`src/rtl/game_fsm.sv`:
```
// Game sequencer: attract / ready / play / over phases, restart and new-wave pulses,
// and the single motion enable for all sprite blocks.
module game_fsm #(
  parameter int READY_FRAMES = 120,
  parameter int OVER_LOCKOUT = 60,
  parameter int Y_LIMIT      = 400,
  parameter int MAX_WAVE     = 15
) (
  input  logic        clk,
  input  logic        rst,
  input  logic        frame,
  input  logic        shoot,
  input  logic        arst,
  input  logic [1:0]  lives,
  input  logic [54:0] invaders,
  input  logic [9:0]  invaders_y,
  output logic [1:0]  state,
  output logic        run,
  output logic        game_rst,
  output logic        wave_rst,
  output logic [3:0]  wave,
  output logic        game_over
);

  typedef enum logic [1:0] {
    ST_ATTRACT = 2'd0,
    ST_READY   = 2'd1,
    ST_PLAY    = 2'd2,
    ST_OVER    = 2'd3
  } state_e;

  state_e     state_q, state_d;
  logic [7:0] fcnt_q, fcnt_d;
  logic [3:0] wave_q, wave_d;
  logic       shoot_q;
  logic       game_rst_q, game_rst_d;
  logic       wave_rst_q, wave_rst_d;
  logic       run_q, game_over_q;
  logic       start;
  logic       died;
  logic [3:0] wave_next;

  assign start     = shoot & ~shoot_q;
  assign died      = (lives == 2'd0) || (invaders_y >= 10'(Y_LIMIT));
  assign wave_next = (wave_q >= 4'(MAX_WAVE)) ? 4'(MAX_WAVE) : wave_q + 4'd1;

  always_comb begin
    // NOTE: every _d gets a default first so no path through the case infers a latch.
    state_d    = state_q;
    fcnt_d     = fcnt_q;
    wave_d     = wave_q;
    game_rst_d = 1'b0;
    wave_rst_d = 1'b0;

    if (arst) begin
      state_d    = ST_ATTRACT;
      fcnt_d     = 8'd0;
      wave_d     = 4'd0;
      game_rst_d = 1'b1;
    end else begin
      unique case (state_q)
        ST_ATTRACT: begin
          if (start) begin
            state_d    = ST_READY;
            fcnt_d     = 8'(READY_FRAMES);
            wave_d     = 4'd1;
            game_rst_d = 1'b1;
          end
        end
        ST_READY: begin
          if (frame) begin
            if (fcnt_q != 8'd0) fcnt_d = fcnt_q - 8'd1;
            else                state_d = ST_PLAY;
          end
        end
        ST_PLAY: begin
          // Death outranks a cleared formation on the same frame.
          if (frame) begin
            if (died) begin
              state_d = ST_OVER;
              fcnt_d  = 8'(OVER_LOCKOUT);
            end else if (invaders == '0) begin
              state_d    = ST_READY;
              fcnt_d     = 8'(READY_FRAMES);
              wave_d     = wave_next;
              wave_rst_d = 1'b1;
            end
          end
        end
        ST_OVER: begin
          if (start && fcnt_q == 8'd0) begin
            state_d    = ST_READY;
            fcnt_d     = 8'(READY_FRAMES);
            wave_d     = 4'd1;
            game_rst_d = 1'b1;
          end else if (frame && fcnt_q != 8'd0) begin
            fcnt_d = fcnt_q - 8'd1;
          end
        end
        default: state_d = ST_ATTRACT;
      endcase
    end
  end

  // NOTE: sequential state uses non-blocking assignments so all registers update together.
  always_ff @(posedge clk or posedge rst) begin
    if (rst) begin
      state_q     <= ST_ATTRACT;
      fcnt_q      <= 8'd0;
      wave_q      <= 4'd0;
      shoot_q     <= 1'b0;
      game_rst_q  <= 1'b0;
      wave_rst_q  <= 1'b0;
      run_q       <= 1'b0;
      game_over_q <= 1'b0;
    end else begin
      state_q     <= state_d;
      fcnt_q      <= fcnt_d;
      wave_q      <= wave_d;
      shoot_q     <= shoot;
      game_rst_q  <= game_rst_d;
      wave_rst_q  <= wave_rst_d;
      run_q       <= (state_d == ST_PLAY);
      game_over_q <= (state_d == ST_OVER);
    end
  end

  assign state     = state_q;
  assign run       = run_q;
  assign game_rst  = game_rst_q;
  assign wave_rst  = wave_rst_q;
  assign wave      = wave_q;
  assign game_over = game_over_q;

endmodule

```
`config.mk`:
```
export PLATFORM = sky130hd
export DESIGN_NAME = game_fsm
export DESIGN_NICKNAME = d
export VERILOG_FILES = /design/src/rtl/game_fsm.sv
export SDC_FILE = /design/constraint.sdc
export NUM_CORES = 1
export LEC_CHECK = 0
export ABC_AREA = 1
export CAP_MARGIN = 20
export CORE_ASPECT_RATIO = 1.25
export CORE_MARGIN = 5
export CORE_UTILIZATION = 35
export DETAILED_ROUTE_END_ITERATION = 7
export PLACE_DENSITY = 0.85
export SLEW_MARGIN = 20
export SYNTH_ARGS = -nofsm -noshare
export SYNTH_HDL_FRONTEND = slang
export SYNTH_SLANG_ARGS = --single-unit
```
`constraint.sdc`:
```
create_clock -name clk -period 1.8 [get_ports clk]
set_input_delay 0.27 -clock clk [delete_from_list [all_inputs] [get_ports clk]]
set_output_delay 0.27 -clock clk [all_outputs]
set_load 0.02 [all_outputs]
```
# Word-level counts from Yosys, hierarchy flattened
# Index checks and enable logic that the tools add are counted.
[totals]
ff_bits = 19
output_inout_bits = 10
word_cells = 75
[classes]
n_addsub = 2
order_cmp = 2
eq_ne = 14
mux = 36
bitwise = 2
reduce_logical = 11
[ops]
columns = ["operator", "count"]
rows = [
  ["8-bit two-way mux", 9],
  ["55-bit zero test", 1],
  ["8-bit one-hot mux with 4 select lines", 1],
  ["4-bit two-way mux", 7],
  ["3-bit != test (second input constant)", 7],
  ["2-bit two-way mux", 8],
  ["4-bit one-hot mux with 3 select lines", 1],
  ["6-bit AND reduction", 2],
  ["10-bit by 9-bit greater-or-equal comparator with 1-bit output (second input constant)", 1],
  ["2-bit equality test (second input constant)", 4],
  ["8-bit zero test", 1],
  ["1-bit two-way mux", 8],
  ["4-bit != test (second input constant)", 2],
  ["2-bit one-hot mux with 4 select lines", 1],
  ["8-bit nonzero test", 1],
  ["8-bit by 1-bit subtractor with 8-bit output (second input constant)", 1],
  ["4-bit by 1-bit adder with 4-bit output (second input constant)", 1],
  ["4-bit greater-or-equal comparator (second input constant)", 1],
  ["2-bit zero test", 2],
  ["4-bit nonzero test", 1],
  ["2-bit by 1-bit equality test with 1-bit output (second input constant)", 1],
  ["1-bit logical AND", 2],
  ["1-bit one-hot mux with 2 select lines", 1],
  ["1-bit bitwise AND", 1],
  ["2 further kinds", 2],
]

# Depth between registers and ports, before layout
[logic_depth]
ltp_word = 7
mapped_depth = 13
mapped_depth_nobuf = 13

# Worst setup path after synthesis
# Ideal clock, no wire load.
[synth_path]
path_type = "register to register"
from = "register state_q[0] (netlist: state[0])"
to = "register fcnt_q[2]"
setup_ps = 74
arrival_time_ps = 1731
required_ps = 1726
setup_slack_ps = -5
path_stages_with_launch = 12
path_buffers = 1
period_less_slack_ps = 1805
cell_sequence = "dfrtp_1 -> inv_1 -> ha_1 -> inv_1 -> nor2_2 -> inv_1 -> o21bai_1 -> inv_1 -> nand3_2 -> buf_6 -> nand2_1 -> o21ai_2"
[synth_between]
elab_chain_len = 3
elab_cells_between_ends = 13
cone_classes = "9 x eq/ne; 2 x mux; 2 x reduce/logical"
[synth_rtl]
columns = ["item", "line", "source"]
rows = [
  ["from (decl)", "32", "state_e state_q, state_d;"],
  ["from (signal assigned)", "117", "state_q <= state_d;"],
  ["2-bit equality test (tied with other cells)", "61", "unique case (state_q)"],
  ["4-bit != test (no source line) (tied with other cells)", "--", ""],
  ["6-bit AND reduction (no source line) or 8-bit two-way mux (tied branches)", "--", ""],
  ["to (signal assigned)", "118", "fcnt_q <= fcnt_d;"],
  ["to (decl)", "33", "logic [7:0] fcnt_q, fcnt_d;"],
]
# Several ways; a longest one is shown, not always the timed one.
# A chain may end at the register's enable or synchronous reset.

# Worst setup path in the final report
[layout_path]
from = "register fcnt_q[1]"
to = "register fcnt_q[0]"
[layout_between]
elab_chain_len = 5
elab_cells_between_ends = 10
cone_classes = "2 x eq/ne; 3 x mux; 5 x reduce/logical"
[layout_rtl]
columns = ["item", "line", "source"]
rows = [
  ["8-bit zero test", "91", "if (start && fcnt_q == 8'd0) begin"],
  ["1-bit logical AND", "91", ""],
  ["8-bit two-way mux", "91", ""],
  ["8-bit one-hot mux with 4 select lines", "61", ""],
  ["8-bit two-way mux", "55", "if (arst) begin"],
]
# Several ways; a longest one is shown, not always the timed one.

==> results.py <==
metrics = {
    "yosys": {
        "syn-instance-count": 228,
        "synth-edff-count": 0,
        "synth_compound_area_frac": 0.1346,
        "synth_top_flop_cell": "dfrtp_1",
        "synthMuxAreaShare": 0,
        "synth_fa_ha_area_frac": 0.06645,
        "ys_seq_elements": 19,
        "syn_area_per_cell_sq_um": 6.607,
        "async_flop_share": 1.000,
        "synth_xor_area_frac": 0.03488,
        "syn_area_sq_um": 1506,
        "synth_cell_types": 28,
        "yosysWarnings": 0,
        "ys_seq_area_frac": 0.3156,
        "yosys.area_share.simple": 0.3605,
        "synth_top_family_by_area": "simple AND/OR/NAND/NOR gates",
        "synth_fp_nets": 308,
    },
    "final_layout": {
        "final_cell_mix": "77 x clkdlybuf4s50_1, 54 x nand2_1, 45 x nor2_1, 27 x inv_1, 25 x buf_4",
        "antenna_cells": 0,
        "fin_area_sq_um": 2634,
        "postLayoutCoreUtil": 0.6375,
        "final_common_cell": "clkdlybuf4s50_1",
        "layout.cells.non_filler": 390,
        "syn_to_final_growth_pct": 74.83,
        "drive_gt1_frac": 0.1587,
        "nFillCells": 358,
        "final_nets": 415,
    },
    "run": {
        "max-cap-violations": 0,
    },
    "pwr": {
        "powerDensity_nw_per_um2": 951.9,
        "ir_drop_mv": 0.6200,
        "fin_total_pwr_mw": 2.507,
        "p_leak_nw": 1.199,
    },
    "timing": {
        "rsz0062_at_grt": "true",
        "fin_skew_ns": 0.0007818,
        "holdWs_ns": 0.3291,
        "slew_headroom": 0.7719,
        "setup_viol": 0,
        "drv_slew": 0,
        "min_period_over_period": 0.9701,
        "tightest_slew_ns": 0.3395,
        "worst_slack_ns": 0.05378,
        "hold_viol_final": 0,
        "fin_crit_ns": 1.746,
        "finalSetupTns_ns": 0,
        "fmax_ghz": 0.5727,
    },
    "drt": {
        "totalWireLength_mm": 5.071,
        "vias_per_cell": 4.587,
        "drc": 0,
        "route.vias.total": 1789,
        "wl_per_cell_um": 13.00,
        "drt-initial-drc-count": 39,
        "detail-route-antenna-nets": 0,
        "dr.pass1.iters": 4,
    },
    "critical_path": {
        "crit_end": "fcnt_q[0]$_DFFE_PP0P_",
        "crit_path_start": "fcnt_q[1]$_DFFE_PP0P_",
        "rr_worst_depth": 12,
        "cp-start-kind": "register",
        "crit-reg2reg-launch": "fcnt_q[1]$_DFFE_PP0P_",
        "critPathCaptureType": "register",
        "cp.arrival_ns": 1.90,
        "crit_required_ns": 1.96,
        "crit_type": "reg -> reg",
        "ff2ff_setup_slack_ns": 0.05,
        "reg2reg_to": "fcnt_q[0]$_DFFE_PP0P_",
        "cp_max_fo": 6,
    },
    "grt": {
        "grt_max_degree": 20,
        "grt_remaining_overflow": 0,
        "grt_pass1_vias": 1734,
        "grt_pass1_wl_mm": 7.776,
        "grt_antenna_before_repair": 0,
        "track_usage": 0.1763,
    },
    "clocking": {
        "worstSkewPairLatency_ns": 0.26,
        "cts_buffers": 3,
        "cts.path.max_buffers": 2,
        "clk_pin_slew_ns": 0.07,
        "numClockSinks": 19,
        "cts_tree": "built",
        "htree_levels": 1,
        "cts_hold_buf": 0,
        "clockRootBuffer": "clkbuf_8",
    },
    "floorplanning": {
        "die_area_sq_um": 5724,
        "io_pins": 82,
        "fp.dieH_um": 83.35,
        "initial_core_util": 0.3646,
        "row_count": 26,
        "die_w_um": 68.68,
        "core_sq_um": 4131,
    },
    "placed_design": {
        "io_buffers": 77,
        "gp_congestion": 0.8409,
        "placed_area_sq_um": 2507,
        "dp.cells": 382,
        "place_ws_ns": -0.2188,
        "place.detailed.hpwl_mm": 4.064,
    },
    "run_status": {
        "status": "completed",
    },
    "min_path": {
        "hp-class": "in -> async",
    },
}
==> power breakdown <==
part	switching, mW	internal, mW
logic	0.828	0.729
registers	0.0975	0.547
clock network	0.148	0.158
==> registers in the layout, indices dropped and copies added, names as in the netlist <==
name / count
wave_rst: 1
wave: 4
game_rst: 1
shoot_q: 1
run: 1
state: 2
fcnt_q: 8
game_over: 1
==> routing by layer <==
metal / vias up / track usage / routed length, um
met4: 0 / 0.05244 / 124
met1: 804 / 0.1935 / 1915
met5: - / 0 / 0
met2: 32 / 0.3336 / 2888
met3: 13 / 0.01892 / 143
li1: 940 / - / -
==> cell families (layout without fill, tap and decap cells) <==
| group | count (synthesis) | after routing |
|---|---|---|
| flip-flops | 19 | 19 |
| buffers and inverters | 33 | 138 |
| adder cells (fa/ha/maj) | 8 | 8 |
| XOR/XNOR | 6 | 6 |
| AND/OR/NAND/NOR | 129 | 130 |
| AO/OA/AOI/OAI | 33 | 33 |
==> cell type report <==
type / instances / area (sq um) / share of cell area
timing repair buffer: 103 / 969.7 / 0.3682
multi-input combinational: 177 / 955.9 / 0.3629
sequential: 19 / 476.7 / 0.1810
inverter: 31 / 116.4 / 0.04418
tap: 56 / 70.07 / 0.02660
clock buffer: 4 / 45.04 / 0.01710
==> worst max-delay path, stage by stage (launching register included) <==
cell	delay, ns
dfrtp_1	0.39
inv_2	0.09
ha_4	0.13
nand3_2	0.08
nor2_4	0.13
nand2_1	0.06
nand2_1	0.07
nand2_2	0.08
o211ai_4	0.11
buf_4	0.17
nand3_2	0.15
nand2_1	0.12
o21ai_2	0.05
==> what timing repair did <==
action / in CTS / in global routing
hold endpoints to repair: 0 / 0
cloned: 0 / 1
setup buffers: 0 / 3
pin swaps: 0 / 7
endpoints found under the setup margin: 2 / 15
gates resized for setup: 1 / 12
==> worst min path at each step <==
stage / endpoint / slack (ns) / cells after the start
final: fcnt_q[5]$_DFFE_PP0P_ / 0.33 / 3
after global routing: shoot_q$_DFF_PP0_ / 0.35 / 3
after CTS: fcnt_q[2]$_DFFE_PP0P_ / 0.34 / 3
after detailed placement: fcnt_q[5]$_DFFE_PP0P_ / 0.53 / 2
after global placement: fcnt_q[5]$_DFFE_PP0P_ / 0.51 / 2
after floorplan: fcnt_q[0]$_DFFE_PP0P_ / 0.22 / 1
==> synth_stat cells, types with 3 or more instances <==
library cell  instances  area, sq um
o21ai_0               6        30.03
xor2_1                4        35.03
inv_1                31        116.4
o21ai_1               8        40.04
nor2_1               45        168.9
nand3_1              14        70.07
a21oi_1               7        35.03
dfrtp_1              19        475.5
nand4_1               4        25.02
nor3_1                4        20.02
nand2_1              55        206.5
a31oi_1               3        18.77
ha_1                  8        100.1
Power figures use the tool's default switching activity.
